==> config.mk <==
export PLATFORM = sky130hd
export DESIGN_NAME = seq_sub_div
export DESIGN_NICKNAME = d
export VERILOG_FILES = /design/src/rtl/seq_sub_div_pkg.sv /design/src/rtl/seq_sub_div_step.sv /design/src/rtl/seq_sub_div.sv
export SDC_FILE = /design/constraint.sdc
export NUM_CORES = 1
export LEC_CHECK = 0
export ABC_AREA = 1
export CORE_ASPECT_RATIO = 0.6
export CORE_MARGIN = 2
export CORE_UTILIZATION = 25
export DETAILED_ROUTE_END_ITERATION = 8
export SETUP_SLACK_MARGIN = 0.1
export SLEW_MARGIN = 0
export SYNTH_ARGS = -nofsm -noshare
export SYNTH_HDL_FRONTEND = slang
export SYNTH_HIERARCHICAL = 1
export SYNTH_SLANG_ARGS = --single-unit
==> constraint.sdc <==
create_clock -name clock -period 2.7 [get_ports clock]
set_input_delay 0.27 -clock clock [delete_from_list [all_inputs] [get_ports clock]]
set_output_delay 0.27 -clock clock [all_outputs]
set_load 0.05 [all_outputs]
==> src/rtl/seq_sub_div_pkg.sv <==
// seq_sub_div shared types.
// FSM encoding and counter sizing helper.
package seq_sub_div_pkg;

  typedef enum logic [2:0] {
    IDLE,
    SUB,
    DIV,
    FIX,
    DONE
  } state_t;

  function automatic int cnt_w(input int w);
    return (w < 2) ? 1 : $clog2(w);
  endfunction

endpackage

==> src/rtl/seq_sub_div_step.sv <==
// One restoring-division step.
// Shift in the next dividend bit, subtract if it fits.
module sub_div_step #(
  parameter int W = 8
) (
  input  logic [W:0] rem_i,
  input  logic [W:0] dvs_i,
  input  logic       bit_i,
  output logic [W:0] rem_o,
  output logic       q_o
);

  logic [W+1:0] sh;
  logic [W+1:0] trial;

  always_comb begin
    sh    = {rem_i, bit_i};
    trial = sh - {1'b0, dvs_i};
    q_o   = ~trial[W+1];
    rem_o = q_o ? trial[W:0] : sh[W:0];
  end

endmodule

==> src/rtl/seq_sub_div.sv <==
// Multi-cycle signed (y - c) / b restoring divider.
// Valid/ready in, valid/ready out; remainder follows dividend sign.
module seq_sub_div
  import seq_sub_div_pkg::*;
#(
  parameter int width = 8
) (
  input  logic             clock,
  input  logic             reset,
  input  logic             in_valid,
  output logic             in_ready,
  input  logic [width-1:0] y,
  input  logic [width-1:0] c,
  input  logic [width-1:0] b,
  output logic             out_valid,
  input  logic             out_ready,
  output logic [width-1:0] q,
  output logic [width-1:0] r,
  output logic             dz
);

  if (width < 2 || width > 36) begin : g_bad_width
    $error("seq_sub_div: width %0d outside 2..36", width);
  end

  localparam int CW = cnt_w(width);
  localparam logic [CW-1:0] LAST = CW'(width - 1);

  state_t           state_q;
  logic [width-1:0] y_q, c_q, b_q;
  logic [width-1:0] dvd_q;
  logic [width:0]   dvs_q;
  logic [width:0]   rem_q;
  logic [width:0]   rem_d;
  logic             qbit_d;
  logic             sd_q, sb_q;
  logic [CW-1:0]    cnt_q;
  logic [width-1:0] q_q, r_q;
  logic             dz_q, ov_q;
  logic [width-1:0] d;

  function automatic logic [width-1:0] mag(input logic [width-1:0] x);
    return x[width-1] ? -x : x;
  endfunction

  assign d = y_q - c_q;

  sub_div_step #(.W(width)) u_step (
    .rem_i (rem_q),
    .dvs_i (dvs_q),
    .bit_i (dvd_q[width-1]),
    .rem_o (rem_d),
    .q_o   (qbit_d)
  );

  always_ff @(posedge clock) begin
    if (reset) begin
      state_q <= IDLE;
      ov_q    <= 1'b0;
      q_q     <= '0;
      r_q     <= '0;
      dz_q    <= 1'b0;
      y_q     <= '0;
      c_q     <= '0;
      b_q     <= '0;
      dvd_q   <= '0;
      dvs_q   <= '0;
      rem_q   <= '0;
      sd_q    <= 1'b0;
      sb_q    <= 1'b0;
      cnt_q   <= '0;
    end else begin
      unique case (state_q)
        IDLE: begin
          if (in_valid) begin
            y_q     <= y;
            c_q     <= c;
            b_q     <= b;
            state_q <= SUB;
          end
        end
        SUB: begin
          sd_q    <= d[width-1];
          sb_q    <= b_q[width-1];
          dvd_q   <= mag(d);
          dvs_q   <= {1'b0, mag(b_q)};
          rem_q   <= '0;
          cnt_q   <= '0;
          state_q <= DIV;
        end
        DIV: begin
          rem_q <= rem_d;
          dvd_q <= {dvd_q[width-2:0], qbit_d};
          cnt_q <= cnt_q + 1'b1;
          if (cnt_q == LAST) state_q <= FIX;
        end
        FIX: begin
          // b == 0: quotient saturates to all ones, remainder is d itself
          if (b_q == '0) begin
            q_q  <= '1;
            r_q  <= d;
            dz_q <= 1'b1;
          end else begin
            q_q  <= (sd_q ^ sb_q) ? -dvd_q : dvd_q;
            r_q  <= sd_q ? -rem_q[width-1:0] : rem_q[width-1:0];
            dz_q <= 1'b0;
          end
          ov_q    <= 1'b1;
          state_q <= DONE;
        end
        DONE: begin
          if (out_ready) begin
            ov_q    <= 1'b0;
            state_q <= IDLE;
          end
        end
        default: state_q <= IDLE;
      endcase
    end
  end

  assign in_ready  = (state_q == IDLE);
  assign out_valid = ov_q;
  assign q         = q_q;
  assign r         = r_q;
  assign dz        = dz_q;

endmodule

==> results of run 1 <==
## final cells by class
| cell class | count | area, sq um | area share [%] |
|---|---|---|---|
| flip-flops and latches | 75 | 1500 | 26.8 |
| repair buffers | 53 | 526 | 9.37 |
| well taps | 240 | 300 | 5.36 |
| clock inverters | 4 | 26.3 | 0.469 |
| clock buffers | 11 | 253 | 4.51 |
| multi-input cells | 461 | 2590 | 46.2 |
| inverters | 106 | 412 | 7.34 |
## power by group
group	internal [mW]	switching [mW]	total, mW
logic	0.688	1.28	1.97
registers	1.25	0.119	1.37
clock network	0.666	0.473	1.14
## cell families after synthesis
family	after synthesis	synth area share [%]
xor+xnor	18	3.58
simple gates	282	29.7
buf+inv	129	11.4
other cells	1	0.0812
flops	75	32.5
fa+ha+maj	24	6.83
compound gates	136	15.9
## registers in the layout, summed over array words and instances, names as in the netlist, 3 cells and up
name,cells
state_q,3
dvs_q,8
rem_q,9
y_q,8
c_q,8
dvd_q,8
cnt_q,3
b_q,8
r,8
q,8
## stage by stage
stage / power [mW] / hold WS [ps] / worst slack [ps] / std cells
finish: 4.47 / 458 / 430 / 950
global route: 4.83 / 477 / 228 / 950
CTS: 4.48 / 456 / 406 / 950
detailed placement: 3.33 / 450 / 523 / 935
global placement: 3.32 / 447 / 553 / 935
floorplan: 2.88 / 429 / 701 / 665
## path summary, 6_finish.rpt
check | end | slack (ps)
worst max register to register | dvd_q[6]$_SDFFE_PP0P_ | 500
worst min-delay path | cnt_q[0]$_SDFFE_PP0P_ | 460
worst max-delay path | in_ready | 430
worst min register to register | cnt_q[0]$_SDFFE_PP0P_ | 460
## layout by cell type (no fill, tap or decap), drive strengths merged, types with 2 or more instances in the layout
cell	count
nand4	9
o211ai	4
nand3b	5
a21oi	71
clkdlybuf4s50	46
nor3	10
xnor2	5
or2	2
ha	22
dfxtp	75
o22ai	5
a31oi	6
a211oi	2
clkbuf	11
or4	2
fa	2
buf	7
inv	104
clkinv	4
nand2	157
o21ai	46
xor2	13
nand3	64
nor2	32
## metal layers
| metal | part of all wire, % | routed length (microns) | GRT usage (%) | vias to the layer above |
|---|---|---|---|---|
| met1 | 56 | 6860 | 19.9 | 1909 |
| li1 | - | - | - | 2255 |
| met2 | 36 | 4420 | 18.1 | 93 |
| met4 | 1.0 | 124 | 2.96 | 0 |
| met5 | 0 | 0 | 0 | - |
| met3 | 6.4 | 778 | 3.64 | 11 |
==> flow_summary_export.csv, run 1 <==
group,metric,value,unit
detailed_routing,wl,12200,microns
cts,cts.clk_slew.worst_paths,60,ps
logic_synthesis,yosysTopAreaCell,"dfxtp_1",
sta,relSlewSlack,61.2,%
logic_synthesis,mappedNetlistArea,4620,sq um
logic_synthesis,synthesis.nets,717,
die,core_area,18100,sq um
die,chipWidth,179,microns
pwr,ir_drop,0.328,mV
job,drv_cap,0,
cts,htreeDepth,3,
logic_synthesis,netlist_top_cells_area,"dfxtp_1 33%, nand2_1 12%, a21oi_1 7.6%",
cts,clock_path_buffers,2,
worst_setup_path,crit_slowest_cell,"clkdlybuf4s50_1",
place,hpwl,9380,microns
sta,min_period_over_period,84.1,%
worst_setup_path,worstPathMaxFanout,12,
sta,final.setup.tns,0,ps
worst_setup_path,crit_required,2430,ps
detailed_routing,drtAntennaViolNets,0,
cts,cts_buffers,9,
detailed_routing,drt_first_pass_iters,5,
logic_synthesis,yosys.area.top_type_share,32.5,%
place,gp_congestion,0.836,
worst_setup_path,critPathLaunch,"state_q[0]$_SDFFE_PP0P_",
finish,fin_util,31.0,%
global_route,overflow,0,
finish,nFillCells,1941,
logic_synthesis,synthFlopType,"dfxtp_1",
cts,ctsResizeCount,0,
detailed_routing,drt_iter0_markers,374,
cts,clk_latency,330,ps
global_route,grt_pass1_wl,20700,microns
pwr,p_per_area,798,nW/um^2
place,port_buffers,46,
hold_path,worstHoldPathType,"reg2reg",
logic_synthesis,synth.most_common_cell,"nand2_1",
logic_synthesis,ys.warnings.count,6,
logic_synthesis,synth.avg_cell_area,6.94,sq um
logic_synthesis,synthCells,665,
worst_setup_path,arrival,2000,ps
place,placed_area,5330,sq um
logic_synthesis,async_reset_ff_share,0,%
detailed_routing,routed_via_density,4.49,
worst_setup_path,timing.rr.start,"y_q[0]$_SDFFE_PP0P_",
worst_setup_path,critPathTopFamily,"buffers and inverters",
cts,ctsHoldBuffers,0,
die,start_util,25.5,%
die,die_h,109,microns
hold_path,hold_depth,1,
global_route,gr-usage-all-layers,13.2,%
sta,hold_viol_final,0,
sta,rsz0062_at_grt,"no",
die,placementRows,38,
finish,area_delta_synth_final,21.4,%
worst_setup_path,worst-path-buf-inv,3,
logic_synthesis,seq_area_frac_synth,32.5,%
global_route,grt_max_degree,39,
sta,setup_violations,0,
sta,slew_viol_final,0,
pwr,p_leak,2.41,nW
logic_synthesis,synth_common_cells,"146 x nand2_1, 92 x inv_1, 75 x dfxtp_1",
status,status,"finished, final reports clean",
cts,clock_sinks,75,
sta,max_clock_freq,441,MHz
finish,drive_gt1_share,8.73,%
logic_synthesis,synth-edff-count,0,
logic_synthesis,synth.distinct_cells,45,
hold_path,hp-start,"cnt_q[0]$_SDFFE_PP0P_",
worst_setup_path,cp.depth,5,
worst_setup_path,cpPeakStageDelay,810,ps
worst_setup_path,path_cells,"nor2_1 -> inv_1 -> nor2_1 -> buf_4 -> clkdlybuf4s50_1",
die,die-area,19600,sq um
sta,skew,7.85,ps
sta,worst_pin_slew,581,ps
finish,n_antenna_cell,0,
finish,design_area,5610,sq um
cts,cts_root_buf,"clkbuf_16",
die,io_pins,47,
detailed_routing,drc,0,
worst_setup_path,startpoint_type,"flop",
worst_setup_path,critical_path.endpoint_type,"output pin",
detailed_routing,routedWlPerCell,12.8,microns
detailed_routing,vias,4268,
global_route,antenna_found_initial,0,
worst_setup_path,path_class,"reg2out",
cts,post_cts_buffers,0,
worst_setup_path,crit_top_cell,"nor2_1",
worst_setup_path,ff2ff_path_depth,15,
logic_synthesis,ys_seq_elements,75,
finish,final_nets,758,
sta,period_needed,2270,ps
global_route,grt_pass1_vias,4040,
cts,cts_tree,"done",
No activity file was read; power rests on OpenSTA's default activity.
==> run 2, diff against run 1 <==
Clock period 2.7 ns to 2.4 ns, I/O delays scaled along.
==> run 2 against run 1 <==
Net effect: global-route usage rose by 0.27 points; via count rose by 1.9%; count of clock-buffer cells in the layout rose by 1; cell area rose by 1.5%; clock skew rose by 1.7 ps.
==> flow_summary_export.csv, run 2 (same netlist as run 1, synthesis figures left out) <==
group,metric,value,unit
status,status,"finished, final reports clean",
pwr,p_comb_share,42.4,%
sta,final.setup.tns,0,ps
global_route,use_met3,4.07,%
sta,holdWs,455,ps
global_route,grt_max_degree,39,
pwr,p_leak,2.46,nW
worst_setup_path,startpoint_type,"flop",
worst_setup_path,timing.rr.start,"y_q[0]$_SDFFE_PP0P_",
worst_setup_path,path_class,"reg2reg",
global_route,busiest_layer,"met1",
detailed_routing,routed_via_density,4.55,
hold_path,hp-start,"c_q[5]$_SDFFE_PP0P_",
detailed_routing,drt_first_pass_iters,5,
die,die_h,109,microns
global_route,gr-usage-all-layers,13.4,%
sta,setup_violations,0,
die,die-area,19600,sq um
sta,min_period_over_period,86.2,%
finish,final_nets,763,
finish,top_register,"rem_q",
detailed_routing,routedWlPerCell,13.0,microns
worst_setup_path,arrival,2340,ps
worst_setup_path,ff2ff_path_depth,14,
cts,cts_buffers,9,
die,core_area,18100,sq um
global_route,antenna_found_initial,0,
pwr,swShare,40.0,%
sta,setup_slack,332,ps
place,dpl_worst_slack,260,ps
finish,n_antenna_cell,0,
cts,clk_latency,340,ps
sta,max_clock_freq,484,MHz
finish,fin_cells,956,
cts,ctsHoldBuffers,0,
die,start_util,25.5,%
sta,skew,9.56,ps
place,gp_congestion,0.838,
pwr,p_switching,2.11,mW
finish,layout_common_cells,"146 x nand2_1, 90 x inv_1, 75 x dfxtp_1",
pwr,pwr-share-seq,29.2,%
cts,cts_tree,"done",
finish,largest_reg_flops,9,
global_route,globalRouteMet2Util,18.5,%
place,port_buffers,46,
global_route,overflow,0,
sta,slew_viol_final,0,
pwr,ir_drop,0.379,mV
place,hpwl,9480,microns
cts,htreeDepth,3,
sta,hold_viol_final,0,
detailed_routing,drtAntennaViolNets,0,
job,drv_cap,0,
die,chipWidth,179,microns
finish,drive_gt1_share,10.2,%
worst_setup_path,worstPathMaxFanout,3,
cts,clock_path_buffers,2,
worst_setup_path,critical_path.endpoint_type,"flop",
detailed_routing,vias,4348,
finish,area_delta_synth_final,23.2,%
hold_path,worstHoldPathType,"reg2reg",
die,placementRows,38,
worst_setup_path,critPathLaunch,"y_q[0]$_SDFFE_PP0P_",
place,dp_cells,939,
sta,rsz0062_at_grt,"no",
finish,final_common_cell,"nand2_1",
detailed_routing,drt_iter0_markers,288,
cts,clock_sinks,75,
detailed_routing,wl,12400,microns
global_route,gr-usage-met1,20.3,%
pwr,internal-power,3.15,mW
cts,cts_root_buf,"clkbuf_16",
die,io_pins,47,
global_route,grt_pass1_wl,21000,microns
detailed_routing,drc,0,
cts,cts.clk_slew.worst_paths,60,ps
worst_setup_path,crit_required,2680,ps
global_route,grt_pass1_vias,4071,
sta,relSlewSlack,63.0,%
pwr,clkPwrFrac,28.4,%
sta,period_needed,2070,ps
sta,worst_pin_slew,554,ps
hold_path,hold_depth,2,
pwr,p_per_area,925,nW/um^2
run 2: cell types whose count changed in the layout (fill, tap and decap cells not counted), sizes merged:
cell           before  now
buf                 7   13
bufinv              1    3
clkinv              4    2
clkbuf             11   12
clkdlybuf4s50      46   45
run 2: final cells by class:
type,instances,area [sq um]
Sequential cell,75,1500
Clock inverter,4,72.6
Fill cell,1985,12400
Timing Repair Buffer,58,548
Multi-Input combinational cell,461,2600
Tap cell,240,300
Inverter,106,412
Clock buffer,12,256
run 2: power groups by stage:
stage | Combinational (mW) | Clock, mW | Sequential (mW)
2_1_floorplan | 1.66 | 0 | 1.58
3_3_place_gp | 2.17 | 0 | 1.56
5_1_grt | 2.55 | 1.59 | 1.56
4_1_cts | 2.20 | 1.52 | 1.53
6_report | 2.23 | 1.49 | 1.53
3_5_place_dp | 2.18 | 0 | 1.56
run 2: final timing paths:
kind / end / slack, ps
min: c_q[5]$_SDFFE_PP0P_ / 460
max: dvd_q[6]$_SDFFE_PP0P_ / 330
max reg2reg: dvd_q[6]$_SDFFE_PP0P_ / 330
min reg2reg: c_q[5]$_SDFFE_PP0P_ / 460
run 2: worst max-delay path: stages (launching register included):
cell,delay [ps]
dfxtp_1,300
inv_1,50
ha_1,200
inv_2,70
fa_1,440
inv_2,90
ha_2,170
inv_1,60
nor2_2,110
nand3_2,80
nor2_1,90
nand2_1,70
nand3_1,70
nand3_1,80
a21oi_1,130
run 2: layer usage:
layer	vias to the layer above	wire length [microns]	share of wire (%)
met5	-	0	0
met4	0	63	0.51
met2	87	4690	38
met3	5	875	7.1
li1	2261	-	-
met1	1995	6770	55
run 2: repair_timing:
| action | CTS | global route |
|---|---|---|
| buffers inserted | 0 | 1 |
| resized for setup | 0 | 5 |
| endpoints found under the setup margin | 0 | 1 |
run 2: metrics by stage:
stage / utilization, % / power (mW) / instance area [sq um]
floorplan: - / 3.24 / 4620
global placement: 29.6 / 3.73 / 5340
detailed placement: 29.6 / 3.74 / 5340
CTS: 31.4 / 5.26 / 5670
global route: 31.5 / 5.70 / 5690
finish: 31.5 / 5.26 / 5690
